`src/rtl/mem_ctrl_if.sv`:
```
// mem_ctrl_if: client and RAM bus bundle for the memory controller.
//
// Request/done semantics: every in_*_flag is a one-cycle request pulse with
// its fields valid in the same cycle; the matching out_*_flag is a one-cycle
// completion pulse, and out_*_data stays valid until the next completion.
// A client never issues a new request before its previous done pulse.
// There is no backpressure towards the clients; the controller queues one
// request per client internally.
//
// Signals
//   in_rob_xbp                      misprediction flush
//   in_fetcher_* / out_fetcher_*    instruction fetch (always 4 bytes)
//   in_lsb_* / out_lsb_*            loads (1/2/4 bytes, signed or unsigned)
//   in_rob_* / out_rob_flag         committed stores (1/2/4 bytes)
//   mem_din, mem_dout, mem_a, mem_wr   byte-wide synchronous RAM port
//   io_buffer_full                  UART output buffer full
//
// Modports: slave = controller side, master = clients + RAM side.
interface mem_ctrl_if #(
  parameter int ADDR_W = 32
);
  logic              in_rob_xbp;
  logic              in_fetcher_flag;
  logic [ADDR_W-1:0] in_fetcher_addr;
  logic              out_fetcher_flag;
  logic [ADDR_W-1:0] out_fetcher_data;
  logic              in_lsb_flag;
  logic [5:0]        in_lsb_size;
  logic              in_lsb_signed;
  logic [ADDR_W-1:0] in_lsb_addr;
  logic              out_lsb_flag;
  logic [ADDR_W-1:0] out_lsb_data;
  logic              in_rob_flag;
  logic [5:0]        in_rob_size;
  logic [ADDR_W-1:0] in_rob_addr;
  logic [ADDR_W-1:0] in_rob_data;
  logic              out_rob_flag;
  logic [7:0]        mem_din;
  logic [7:0]        mem_dout;
  logic [ADDR_W-1:0] mem_a;
  logic              mem_wr;
  logic              io_buffer_full;

  modport slave (
    input  in_rob_xbp,
    input  in_fetcher_flag, in_fetcher_addr,
    output out_fetcher_flag, out_fetcher_data,
    input  in_lsb_flag, in_lsb_size, in_lsb_signed, in_lsb_addr,
    output out_lsb_flag, out_lsb_data,
    input  in_rob_flag, in_rob_size, in_rob_addr, in_rob_data,
    output out_rob_flag,
    input  mem_din,
    output mem_dout, mem_a, mem_wr,
    input  io_buffer_full
  );

  modport master (
    output in_rob_xbp,
    output in_fetcher_flag, in_fetcher_addr,
    input  out_fetcher_flag, out_fetcher_data,
    output in_lsb_flag, in_lsb_size, in_lsb_signed, in_lsb_addr,
    input  out_lsb_flag, out_lsb_data,
    output in_rob_flag, in_rob_size, in_rob_addr, in_rob_data,
    input  out_rob_flag,
    output mem_din,
    input  mem_dout, mem_a, mem_wr,
    output io_buffer_full
  );
endinterface

```
`src/rtl/mem_ctrl.sv`:
```
// mem_ctrl: serialises instruction fetch, loads and committed stores onto a
// single-port byte-wide synchronous RAM.
//
// Ports
//   clk        clock
//   rst        asynchronous active-high reset
//   rdy        global enable; low freezes all state and forces mem_wr to 0
//   bus        mem_ctrl_if.slave (client requests/dones, RAM port, UART full)
//   dbg_state  current FSM state (0 IDLE, 1 READ, 2 WRITE)
//
// Each client has one pending slot. In IDLE the controller grants
// store > load > fetch, looking at the slots merged with same-cycle request
// pulses so a request can be granted on the edge it arrives.
module mem_ctrl #(
  parameter int ADDR_W = 32
) (
  input  logic       clk,
  input  logic       rst,
  input  logic       rdy,
  mem_ctrl_if.slave  bus,
  output logic [1:0] dbg_state
);

  typedef enum logic [1:0] {
    IDLE  = 2'd0,
    READ  = 2'd1,
    WRITE = 2'd2
  } state_t;

  localparam logic [ADDR_W-1:0] IO_ADDR_0 = ADDR_W'(32'h0003_0000);
  localparam logic [ADDR_W-1:0] IO_ADDR_1 = ADDR_W'(32'h0003_0004);

  state_t            state;
  logic [2:0]        cnt;

  // pending slots
  logic              f_v;
  logic [ADDR_W-1:0] f_addr;
  logic              l_v;
  logic [5:0]        l_size;
  logic              l_signed;
  logic [ADDR_W-1:0] l_addr;
  logic              s_v;
  logic [5:0]        s_size;
  logic [ADDR_W-1:0] s_addr;
  logic [ADDR_W-1:0] s_data;

  // active transaction
  logic              a_is_fetch;
  logic              a_signed;
  logic [2:0]        a_len;
  logic [ADDR_W-1:0] a_addr;
  logic [ADDR_W-1:0] a_data;
  logic [ADDR_W-1:0] rd_buf;

  // registered outputs
  logic              f_done;
  logic [ADDR_W-1:0] f_data_q;
  logic              l_done;
  logic [ADDR_W-1:0] l_data_q;
  logic              s_done;
  logic [ADDR_W-1:0] mem_a_q;
  logic [7:0]        mem_dout_q;
  logic              wr_q;

  logic              f_pend, l_pend, s_pend;
  logic [ADDR_W-1:0] f_addr_e, l_addr_e, s_addr_e, s_data_e;
  logic [5:0]        l_size_e, s_size_e;
  logic              l_signed_e;
  logic              g_f, g_l, g_s;
  logic [1:0]        cap_idx;
  logic [ADDR_W-1:0] rd_next;
  logic [ADDR_W-1:0] ld_ext;
  logic [ADDR_W-1:0] cur_addr;
  logic              io_stall;

  // Slots merged with this cycle's pulses. A flush kills fetch/load requests,
  // including one arriving in the same cycle; stores are already committed.
  always_comb begin
    f_pend     = (f_v | bus.in_fetcher_flag) & ~bus.in_rob_xbp;
    l_pend     = (l_v | bus.in_lsb_flag) & ~bus.in_rob_xbp;
    s_pend     = s_v | bus.in_rob_flag;
    f_addr_e   = bus.in_fetcher_flag ? bus.in_fetcher_addr : f_addr;
    l_addr_e   = bus.in_lsb_flag ? bus.in_lsb_addr : l_addr;
    l_size_e   = bus.in_lsb_flag ? bus.in_lsb_size : l_size;
    l_signed_e = bus.in_lsb_flag ? bus.in_lsb_signed : l_signed;
    s_addr_e   = bus.in_rob_flag ? bus.in_rob_addr : s_addr;
    s_size_e   = bus.in_rob_flag ? bus.in_rob_size : s_size;
    s_data_e   = bus.in_rob_flag ? bus.in_rob_data : s_data;
    g_s        = (state == IDLE) && s_pend;
    g_l        = (state == IDLE) && !s_pend && l_pend;
    g_f        = (state == IDLE) && !s_pend && !l_pend && f_pend;
  end

  // In READ, cnt = k issues address k (k < N); the RAM returns that byte one
  // cycle later, so it is captured when cnt = k + 2. The last capture happens
  // at cnt = N + 1, together with the done pulse.
  always_comb begin
    cap_idx = 2'(cnt - 3'd2);
    rd_next = rd_buf;
    if (cnt >= 3'd2) rd_next[{cap_idx, 3'b000} +: 8] = bus.mem_din;
    ld_ext = rd_next;
    if (a_len == 3'd1) begin
      ld_ext = a_signed ? {{(ADDR_W-8){rd_next[7]}}, rd_next[7:0]}
                        : {{(ADDR_W-8){1'b0}}, rd_next[7:0]};
    end else if (a_len == 3'd2) begin
      ld_ext = a_signed ? {{(ADDR_W-16){rd_next[15]}}, rd_next[15:0]}
                        : {{(ADDR_W-16){1'b0}}, rd_next[15:0]};
    end
    cur_addr = a_addr + ADDR_W'(cnt);   // wraps modulo 2^ADDR_W
    io_stall = ((a_addr == IO_ADDR_0) || (a_addr == IO_ADDR_1)) && bus.io_buffer_full;
  end

  always_ff @(posedge clk or posedge rst) begin
    if (rst) begin
      state      <= IDLE;
      cnt        <= '0;
      f_v        <= 1'b0;
      f_addr     <= '0;
      l_v        <= 1'b0;
      l_size     <= '0;
      l_signed   <= 1'b0;
      l_addr     <= '0;
      s_v        <= 1'b0;
      s_size     <= '0;
      s_addr     <= '0;
      s_data     <= '0;
      a_is_fetch <= 1'b0;
      a_signed   <= 1'b0;
      a_len      <= '0;
      a_addr     <= '0;
      a_data     <= '0;
      rd_buf     <= '0;
      f_done     <= 1'b0;
      f_data_q   <= '0;
      l_done     <= 1'b0;
      l_data_q   <= '0;
      s_done     <= 1'b0;
      mem_a_q    <= '0;
      mem_dout_q <= '0;
      wr_q       <= 1'b0;
    end else if (rdy) begin
      f_done <= 1'b0;
      l_done <= 1'b0;
      s_done <= 1'b0;

      if (bus.in_fetcher_flag) f_addr <= bus.in_fetcher_addr;
      if (bus.in_lsb_flag) begin
        l_addr   <= bus.in_lsb_addr;
        l_size   <= bus.in_lsb_size;
        l_signed <= bus.in_lsb_signed;
      end
      if (bus.in_rob_flag) begin
        s_addr <= bus.in_rob_addr;
        s_size <= bus.in_rob_size;
        s_data <= bus.in_rob_data;
      end
      f_v <= f_pend & ~g_f;
      l_v <= l_pend & ~g_l;
      s_v <= s_pend & ~g_s;

      case (state)
        IDLE: begin
          wr_q <= 1'b0;
          cnt  <= '0;
          if (g_s) begin
            state  <= WRITE;
            a_addr <= s_addr_e;
            a_len  <= s_size_e[2:0];
            a_data <= s_data_e;
          end else if (g_l) begin
            state      <= READ;
            a_is_fetch <= 1'b0;
            a_addr     <= l_addr_e;
            a_len      <= l_size_e[2:0];
            a_signed   <= l_signed_e;
            rd_buf     <= '0;
          end else if (g_f) begin
            state      <= READ;
            a_is_fetch <= 1'b1;
            a_addr     <= f_addr_e;
            a_len      <= 3'd4;
            a_signed   <= 1'b0;
            rd_buf     <= '0;
          end
        end

        READ: begin
          if (bus.in_rob_xbp) begin
            state <= IDLE;   // abort silently, no done pulse
          end else begin
            if (cnt < a_len) mem_a_q <= cur_addr;
            rd_buf <= rd_next;
            cnt    <= cnt + 3'd1;
            if (cnt == a_len + 3'd1) begin
              state <= IDLE;
              if (a_is_fetch) begin
                f_done   <= 1'b1;
                f_data_q <= rd_next;
              end else begin
                l_done   <= 1'b1;
                l_data_q <= ld_ext;
              end
            end
          end
        end

        WRITE: begin
          if (cnt == a_len) begin
            wr_q   <= 1'b0;
            s_done <= 1'b1;
            state  <= IDLE;
          end else if (io_stall) begin
            wr_q <= 1'b0;    // hold k until the UART buffer drains
          end else begin
            mem_a_q    <= cur_addr;
            mem_dout_q <= a_data[{cnt[1:0], 3'b000} +: 8];
            wr_q       <= 1'b1;
            cnt        <= cnt + 3'd1;
          end
        end

        default: state <= IDLE;
      endcase
    end
  end

  assign bus.out_fetcher_flag = f_done;
  assign bus.out_fetcher_data = f_data_q;
  assign bus.out_lsb_flag     = l_done;
  assign bus.out_lsb_data     = l_data_q;
  assign bus.out_rob_flag     = s_done;
  assign bus.mem_a            = mem_a_q;
  assign bus.mem_dout         = mem_dout_q;
  assign bus.mem_wr           = wr_q & rdy;
  assign dbg_state            = state;

endmodule

```
`src/flat_wrapper.sv`:
```
// flat-port wrapper written by rule: the top's interface ports become plain ports
module mem_ctrl_flat 
#(
  parameter int ADDR_W = 32
)
  (clk, rst, rdy, dbg_state, bus_in_rob_xbp, bus_in_fetcher_flag, bus_in_fetcher_addr, bus_out_fetcher_flag, bus_out_fetcher_data, bus_in_lsb_flag, bus_in_lsb_size, bus_in_lsb_signed, bus_in_lsb_addr, bus_out_lsb_flag, bus_out_lsb_data, bus_in_rob_flag, bus_in_rob_size, bus_in_rob_addr, bus_in_rob_data, bus_out_rob_flag, bus_mem_din, bus_mem_dout, bus_mem_a, bus_mem_wr, bus_io_buffer_full);
  mem_ctrl_if #(.ADDR_W(ADDR_W)) bus_i ();
  input  logic clk;
  input  logic rst;
  input  logic rdy;
  output logic [1:0] dbg_state;
  input wire logic [$bits(bus_i.in_rob_xbp)-1:0] bus_in_rob_xbp;
  input wire logic [$bits(bus_i.in_fetcher_flag)-1:0] bus_in_fetcher_flag;
  input wire logic [$bits(bus_i.in_fetcher_addr)-1:0] bus_in_fetcher_addr;
  output wire logic [$bits(bus_i.out_fetcher_flag)-1:0] bus_out_fetcher_flag;
  output wire logic [$bits(bus_i.out_fetcher_data)-1:0] bus_out_fetcher_data;
  input wire logic [$bits(bus_i.in_lsb_flag)-1:0] bus_in_lsb_flag;
  input wire logic [$bits(bus_i.in_lsb_size)-1:0] bus_in_lsb_size;
  input wire logic [$bits(bus_i.in_lsb_signed)-1:0] bus_in_lsb_signed;
  input wire logic [$bits(bus_i.in_lsb_addr)-1:0] bus_in_lsb_addr;
  output wire logic [$bits(bus_i.out_lsb_flag)-1:0] bus_out_lsb_flag;
  output wire logic [$bits(bus_i.out_lsb_data)-1:0] bus_out_lsb_data;
  input wire logic [$bits(bus_i.in_rob_flag)-1:0] bus_in_rob_flag;
  input wire logic [$bits(bus_i.in_rob_size)-1:0] bus_in_rob_size;
  input wire logic [$bits(bus_i.in_rob_addr)-1:0] bus_in_rob_addr;
  input wire logic [$bits(bus_i.in_rob_data)-1:0] bus_in_rob_data;
  output wire logic [$bits(bus_i.out_rob_flag)-1:0] bus_out_rob_flag;
  input wire logic [$bits(bus_i.mem_din)-1:0] bus_mem_din;
  output wire logic [$bits(bus_i.mem_dout)-1:0] bus_mem_dout;
  output wire logic [$bits(bus_i.mem_a)-1:0] bus_mem_a;
  output wire logic [$bits(bus_i.mem_wr)-1:0] bus_mem_wr;
  input wire logic [$bits(bus_i.io_buffer_full)-1:0] bus_io_buffer_full;
  assign bus_i.in_rob_xbp = bus_in_rob_xbp;
  assign bus_i.in_fetcher_flag = bus_in_fetcher_flag;
  assign bus_i.in_fetcher_addr = bus_in_fetcher_addr;
  assign bus_out_fetcher_flag = bus_i.out_fetcher_flag;
  assign bus_out_fetcher_data = bus_i.out_fetcher_data;
  assign bus_i.in_lsb_flag = bus_in_lsb_flag;
  assign bus_i.in_lsb_size = bus_in_lsb_size;
  assign bus_i.in_lsb_signed = bus_in_lsb_signed;
  assign bus_i.in_lsb_addr = bus_in_lsb_addr;
  assign bus_out_lsb_flag = bus_i.out_lsb_flag;
  assign bus_out_lsb_data = bus_i.out_lsb_data;
  assign bus_i.in_rob_flag = bus_in_rob_flag;
  assign bus_i.in_rob_size = bus_in_rob_size;
  assign bus_i.in_rob_addr = bus_in_rob_addr;
  assign bus_i.in_rob_data = bus_in_rob_data;
  assign bus_out_rob_flag = bus_i.out_rob_flag;
  assign bus_i.mem_din = bus_mem_din;
  assign bus_mem_dout = bus_i.mem_dout;
  assign bus_mem_a = bus_i.mem_a;
  assign bus_mem_wr = bus_i.mem_wr;
  assign bus_i.io_buffer_full = bus_io_buffer_full;
  mem_ctrl #(.ADDR_W(ADDR_W)) u_core (.clk(clk), .rst(rst), .rdy(rdy), .bus(bus_i), .dbg_state(dbg_state));
endmodule
```
`config.mk`:
```
export PLATFORM = sky130hd
export DESIGN_NAME = mem_ctrl_flat
export DESIGN_NICKNAME = d
export VERILOG_FILES = /design/src/rtl/mem_ctrl_if.sv /design/src/rtl/mem_ctrl.sv /design/src/flat_wrapper.sv
export SDC_FILE = /design/constraint.sdc
export NUM_CORES = 1
export LEC_CHECK = 0
export CAP_MARGIN = 30
export CORE_ASPECT_RATIO = 0.75
export CORE_MARGIN = 3
export CORE_UTILIZATION = 59
export CTS_CLUSTER_DIAMETER = 50
export DETAILED_ROUTE_END_ITERATION = 8
export PLACE_DENSITY_LB_ADDON = 0.3
export RECOVER_POWER = 50
export REMOVE_ABC_BUFFERS = 1
export SETUP_SLACK_MARGIN = 0.4
export SLEW_MARGIN = 25
export SYNTH_ARGS = -nofsm -noshare
export SYNTH_HDL_FRONTEND = slang
export SYNTH_SLANG_ARGS = --single-unit
```
`constraint.sdc`:
```
create_clock -name clk -period 17.2 [get_ports clk]
set_input_delay 2.58 -clock clk [delete_from_list [all_inputs] [get_ports clk]]
set_output_delay 2.58 -clock clk [all_outputs]
set_load 0.01 [all_outputs]
```
# ---- Yosys cells after proc, flatten, opt, wreduce, memory -nomap -nowiden
# Cells that the tools add are included.
dict set report totals {
  register_bits 352
  in_bits 157
  out_inout_bits 110
  word_cells 153
}
dict set report op_classes {
  add_sub_neg 5
  n_lt_le_gt_ge 2
  n_eq_ne 17
  n_shift 3
  muxes 57
  bitwise_logic 16
  reduce_logical 27
}
# op n
set ops {}
lappend ops {{$mux 32} 20}
lappend ops {{$pmux 32 s2} 2}
lappend ops {{$eq 32x18->1 const B} 2}
lappend ops {{$add 32x3->32} 1}
lappend ops {{$bwmux 32} 1}
lappend ops {{$shift 8x7->32 const A} 1}
lappend ops {{$shiftx 32x6->8} 1}
lappend ops {{$shiftx 8x7->32} 1}
lappend ops {{$mux 3} 8}
lappend ops {{$reduce_and 5->1} 4}
lappend ops {{$mux 1} 17}
lappend ops {{$mux 2} 6}
lappend ops {{$reduce_and 4->1} 3}
lappend ops {{$pmux 3 s3} 1}
lappend ops {{$ne 2x2->1 const B} 4}
lappend ops {{$reduce_bool 2->1} 4}
lappend ops {{$neg 5->7} 1}
lappend ops {{$not 1->1} 7}
lappend ops {{$add 3x1->3 const B} 2}
lappend ops {{$and 1x1->1} 6}
lappend ops {{$eq 3x3->1} 2}
lappend ops {{$logic_and 1x1->1} 6}
lappend ops {{$pmux 2 s3} 1}
lappend ops {{$reduce_and 3->1} 2}
lappend ops {{other kinds (19)} 24}

# ---- Depth between registers and ports, before layout
dict set report logic_depth {
  word_depth 9
  mapped_depth 11
  mapped_depth_nobuf 7
}

# ---- Worst setup path after synthesis
# No wires, ideal clock.
dict set report synth_path {
  path_type {input -> output}
  startpoint {in rdy}
  endpoint {out bus_mem_wr}
  arrival_time_ns 3.543
  required_ns 14.620
  path_slack_ns 11.077
  cell_stages 4
  n_path_buf 3
  path_cell_list {buf_2 clkbuf_1 clkbuf_1 and2_1}
}
dict set report synth_between {
  elab_chain_len 1
}
# item line_no
set synth_rtl {}
lappend synth_rtl {{start, declared} flat_wrapper.sv:10} ;# input logic rdy;
lappend synth_rtl {{$and 1x1->1} mem_ctrl.sv:235} ;# assign bus.mem_wr = wr_q & rdy;
lappend synth_rtl {{end, declared} flat_wrapper.sv:31} ;# output wire logic [$bits(bus_i.mem_wr)-1:0] bus_mem_wr;
# No other way between the ends.

==> summary.md <==
| Metric | Value |
|---|---|
| Outcome | complete, but fails checks |
| Failing checks | capacitance limit, slew limit |
| Fin. max-slew vios | 590 |
| Most common cell after layout, fill and taps aside | dfrtp_1 |
| Worst hold path type | reg2reg |
| Ranking of synthesized cells by area | dfrtp_1, mux2_2, mux2i_1 |
| Int Power | 1.991 mW |
| Synth Flop Type | dfrtp_1 |
| Period Utilization, post-route | 0.5683 |
| Synth-to-Final Area Change | 23.66% |
| Sequential element share of the synthesized area | 0.5167 |
| Layout Skew | 0.02073 ns |
| Number of synthesized flops with an enable pin | 0 |
| Initial antenna violation count | 3 |
| Asr flop ratio synth | 1.000 |
| CTS tree | built |
| Fmax | 102.3 MHz |
| # hold bufs at CTS | 0 |
| Most frequent cells in the layout | dfrtp_1, nand2_1, mux2_2, clkdlybuf4s50_1, mux2i_1 |
| Crit-path max FO | 129 |
| Die extent in x | 202.3 um |
| Maximum VDD drop | 0.00008354 V |
| Post-Route WL | 45,890 um |
| Via count | 13,155 |
| Iter 0 DRT Violations | 1,028 |
| Worst-margin pin slew | 5.587 ns |
| Startpoint types | primary input |
| Worst hold start | u_core.wr_q$_DFFE_PP0P_ |
| Switch Pwr | 1.053 mW |
| CTS Sinks | 352 |
| Maxcap violations | 9 |
| Critical Path Start | rst |
| # IOs | 267 |
| GR Overflow Total | 0 |
| Final Core Density | 0.7462 |
| Signal arrival time at the worst endpoint | 9.44 ns |
| FF-to-FF Start | u_core.dbg_state[0]$_DFFE_PP0P_ |
| Worst setup EP type | asynchronous set/reset pin |
| Largest net degree at the start of global routing | 130 |
| Post-synthesis cell type with the largest combined area | dfrtp_1 |
| Cell variety after synth | 66 |
| PortBufs | 260 |
| DRC Markers | 0 |
| Dpl hpwl | 30,640 um |
| Power density cells | 144.4 mW/mm2 |
| GRT Util Overall | 0.2961 |
| Layout cells sized above 1 | 0.1445 |
| Area of the core | 0.02825 mm2 |
| Place WS | 10.87 ns |
| Leakage Power | 9.442 nW |
| Final-report setup violation count | 0 |
| Tmin final | 9.775 ns |
| Relative slew slack | -2.745 |
| Avg Synthesized Cell Area | 10.96 um2 |
| Final ANT Viol Nets | 0 |
| Starting Density | 0.6034 |
| Final Worst Setup Slack | 7.425 ns |
| Critical setup path kind | in2async |
| Top-area cell type share of the netlist area | 0.5167 |
| WP data required | 16.86 ns |
| Vias per inst | 6.034 |
| YS warnings | 0 |
| CTS Buf Count | 37 |
| Clock power frac | 0.263 |
| Mapped Area | 0.01705 mm2 |
| Die Y | 153.2 um |
| Die area | 0.03099 mm2 |
| Initial DRT Pass Iterations | 5 |
| Synth Register Bits | 352 |
| Sw Ratio | 0.3460 |
| Flop pwr share | 0.398 |
| # rows | 53 |
| Mapped Cells | 1,555 |
| Setup TNS | 0 ns |
| H-tree depth | 2 |
| Fin nets | 1,949 |
| Clock-pin transition on the worst setup and hold timing paths | 0.06 ns |
| Vias in the first global route | 13,403 |
| Clock root buffer | clkbuf_16 |
| Global-route wire length before repair | 73,280 um |
| Setup Fix Bufs, Post-CTS | 0 |
| CTS Buffer Depth | 3 |
| Routed len/inst | 21.05 um |
| Final Hold Vio Count | 0 |
| Logic gate share of total power | 0.339 |
| Resize count post-CTS | 0 |
| Unrepaired setup endpoints after global routing | false |
| Worst-skew pair later-pin latency | 0.53 ns |
| GPL Wtd Cong | 0.8742 |
-- flip-flops by register name, summed over array words and instances (netlist names), 2 cells and up --
register                     cells
u_core.a_addr                   32
u_core.a_data                   32
u_core.bus.mem_a                32
u_core.bus.out_fetcher_data     32
u_core.bus.out_lsb_data         32
u_core.f_addr                   32
u_core.l_addr                   32
u_core.rd_buf                   32
u_core.s_addr                   32
u_core.s_data                   32
u_core.bus.mem_dout              8
u_core.a_len                     3
u_core.cnt                       3
u_core.l_size                    3
u_core.s_size                    3
u_core.dbg_state                 2
-- kinds of logic after synthesis --
| group | share of synthesized area |
|---|---|
| AND/OR/NAND/NOR | 0.1053 |
| adder cells (fa/ha/maj) | 0.01512 |
| multiplexers | 0.1941 |
| flip-flops | 0.5167 |
| AO/OA/AOI/OAI | 0.1215 |
| buffers and inverters | 0.02995 |
| XOR/XNOR | 0.01732 |
-- layout make-up --
class	count	area (um2)
clock buffers	50	1065
flip-flops and latches	352	8808
multi-input cells	1079	7744
repair buffers	284	2775
fillers	1945	7169
clock inverters	10	132.6
diodes	2	5.005
inverters	18	68.82
well taps	385	481.7
-- final timing paths --
check / cells past startpoint / endpoint / slack, ns
worst max-delay path: 3 / u_core.l_addr[28]$_DFFE_PP0P_ / 7.42
min in group asynchronous: 2 / u_core.a_data[13]$_DFFE_PP0P_ / 4.23
worst min-delay path: 2 / u_core.wr_q$_DFFE_PP0P_ / 0.47
worst min register to register: 2 / u_core.wr_q$_DFFE_PP0P_ / 0.47
worst max register to register: 8 / u_core.a_addr[14]$_DFFE_PP0P_ / 12.66
max in group clk: 8 / u_core.a_addr[31]$_DFFE_PP0P_ / 8.92
-- critical path: stages --
cell	delay [ns]
dlygate4sd3_1	0.55
clkinvlp_2	3.07
clkbuf_1	3.06
-- power groups by stage --
stage / Combinational [mW] / Sequential (mW) / Clock (mW)
2_1_floorplan: 0.605 / 1.22 / 0
4_1_cts: 1.06 / 1.21 / 0.812
6_report: 1.03 / 1.21 / 0.801
5_1_grt: 1.12 / 1.24 / 0.844
3_3_place_gp: 1.01 / 1.21 / 0
3_5_place_dp: 1.05 / 1.22 / 0
-- per-stage QoR --
| step | instances | total power [mW] | area, um2 | hold WS [ns] |
|---|---|---|---|---|
| 6_report | 2180 | 3.045 | 21080 | 0.4687 |
| 2_1_floorplan | 1449 | 1.821 | 16600 | 0.4389 |
| 4_1_cts | 2176 | 3.080 | 21120 | 0.4723 |
| 3_5_place_dp | 2116 | 2.266 | 19930 | 0.4567 |
| 3_3_place_gp | 2112 | 2.217 | 19850 | 0.4517 |
| 5_1_grt | 2180 | 3.207 | 21080 | 0.4835 |
-- metal layers --
metal	up-vias	GRT usage	wire (um)	part of all wire
met5	-	0	13	0.00028
met4	2	0.07880	904	0.020
met3	67	0.06919	3820	0.083
met2	491	0.4558	21020	0.46
met1	6623	0.4287	20130	0.44
li1	5972	-	-	-
-- Yosys cell counts (all sizes together), types with 3 or more instances --
cell type and number:
xor2 3, nand3 28, a31oi 32, and2 3, a22o 23, inv 18, a21oi 108, and4 4
o21ai 88, nor4 7, o31ai 4, clkbuf 66, buf 40, nor3 4, o221ai 3, o31a 3
a2bb2oi 24, ha 19, xnor2 28, nand4 22, a21o 20, mux2 156, dfrtp 352, mux4 8
o211ai 3, mux2i 137, nor2 109, and3 13, nand2 196
No activity file was read; power rests on OpenSTA's default activity.
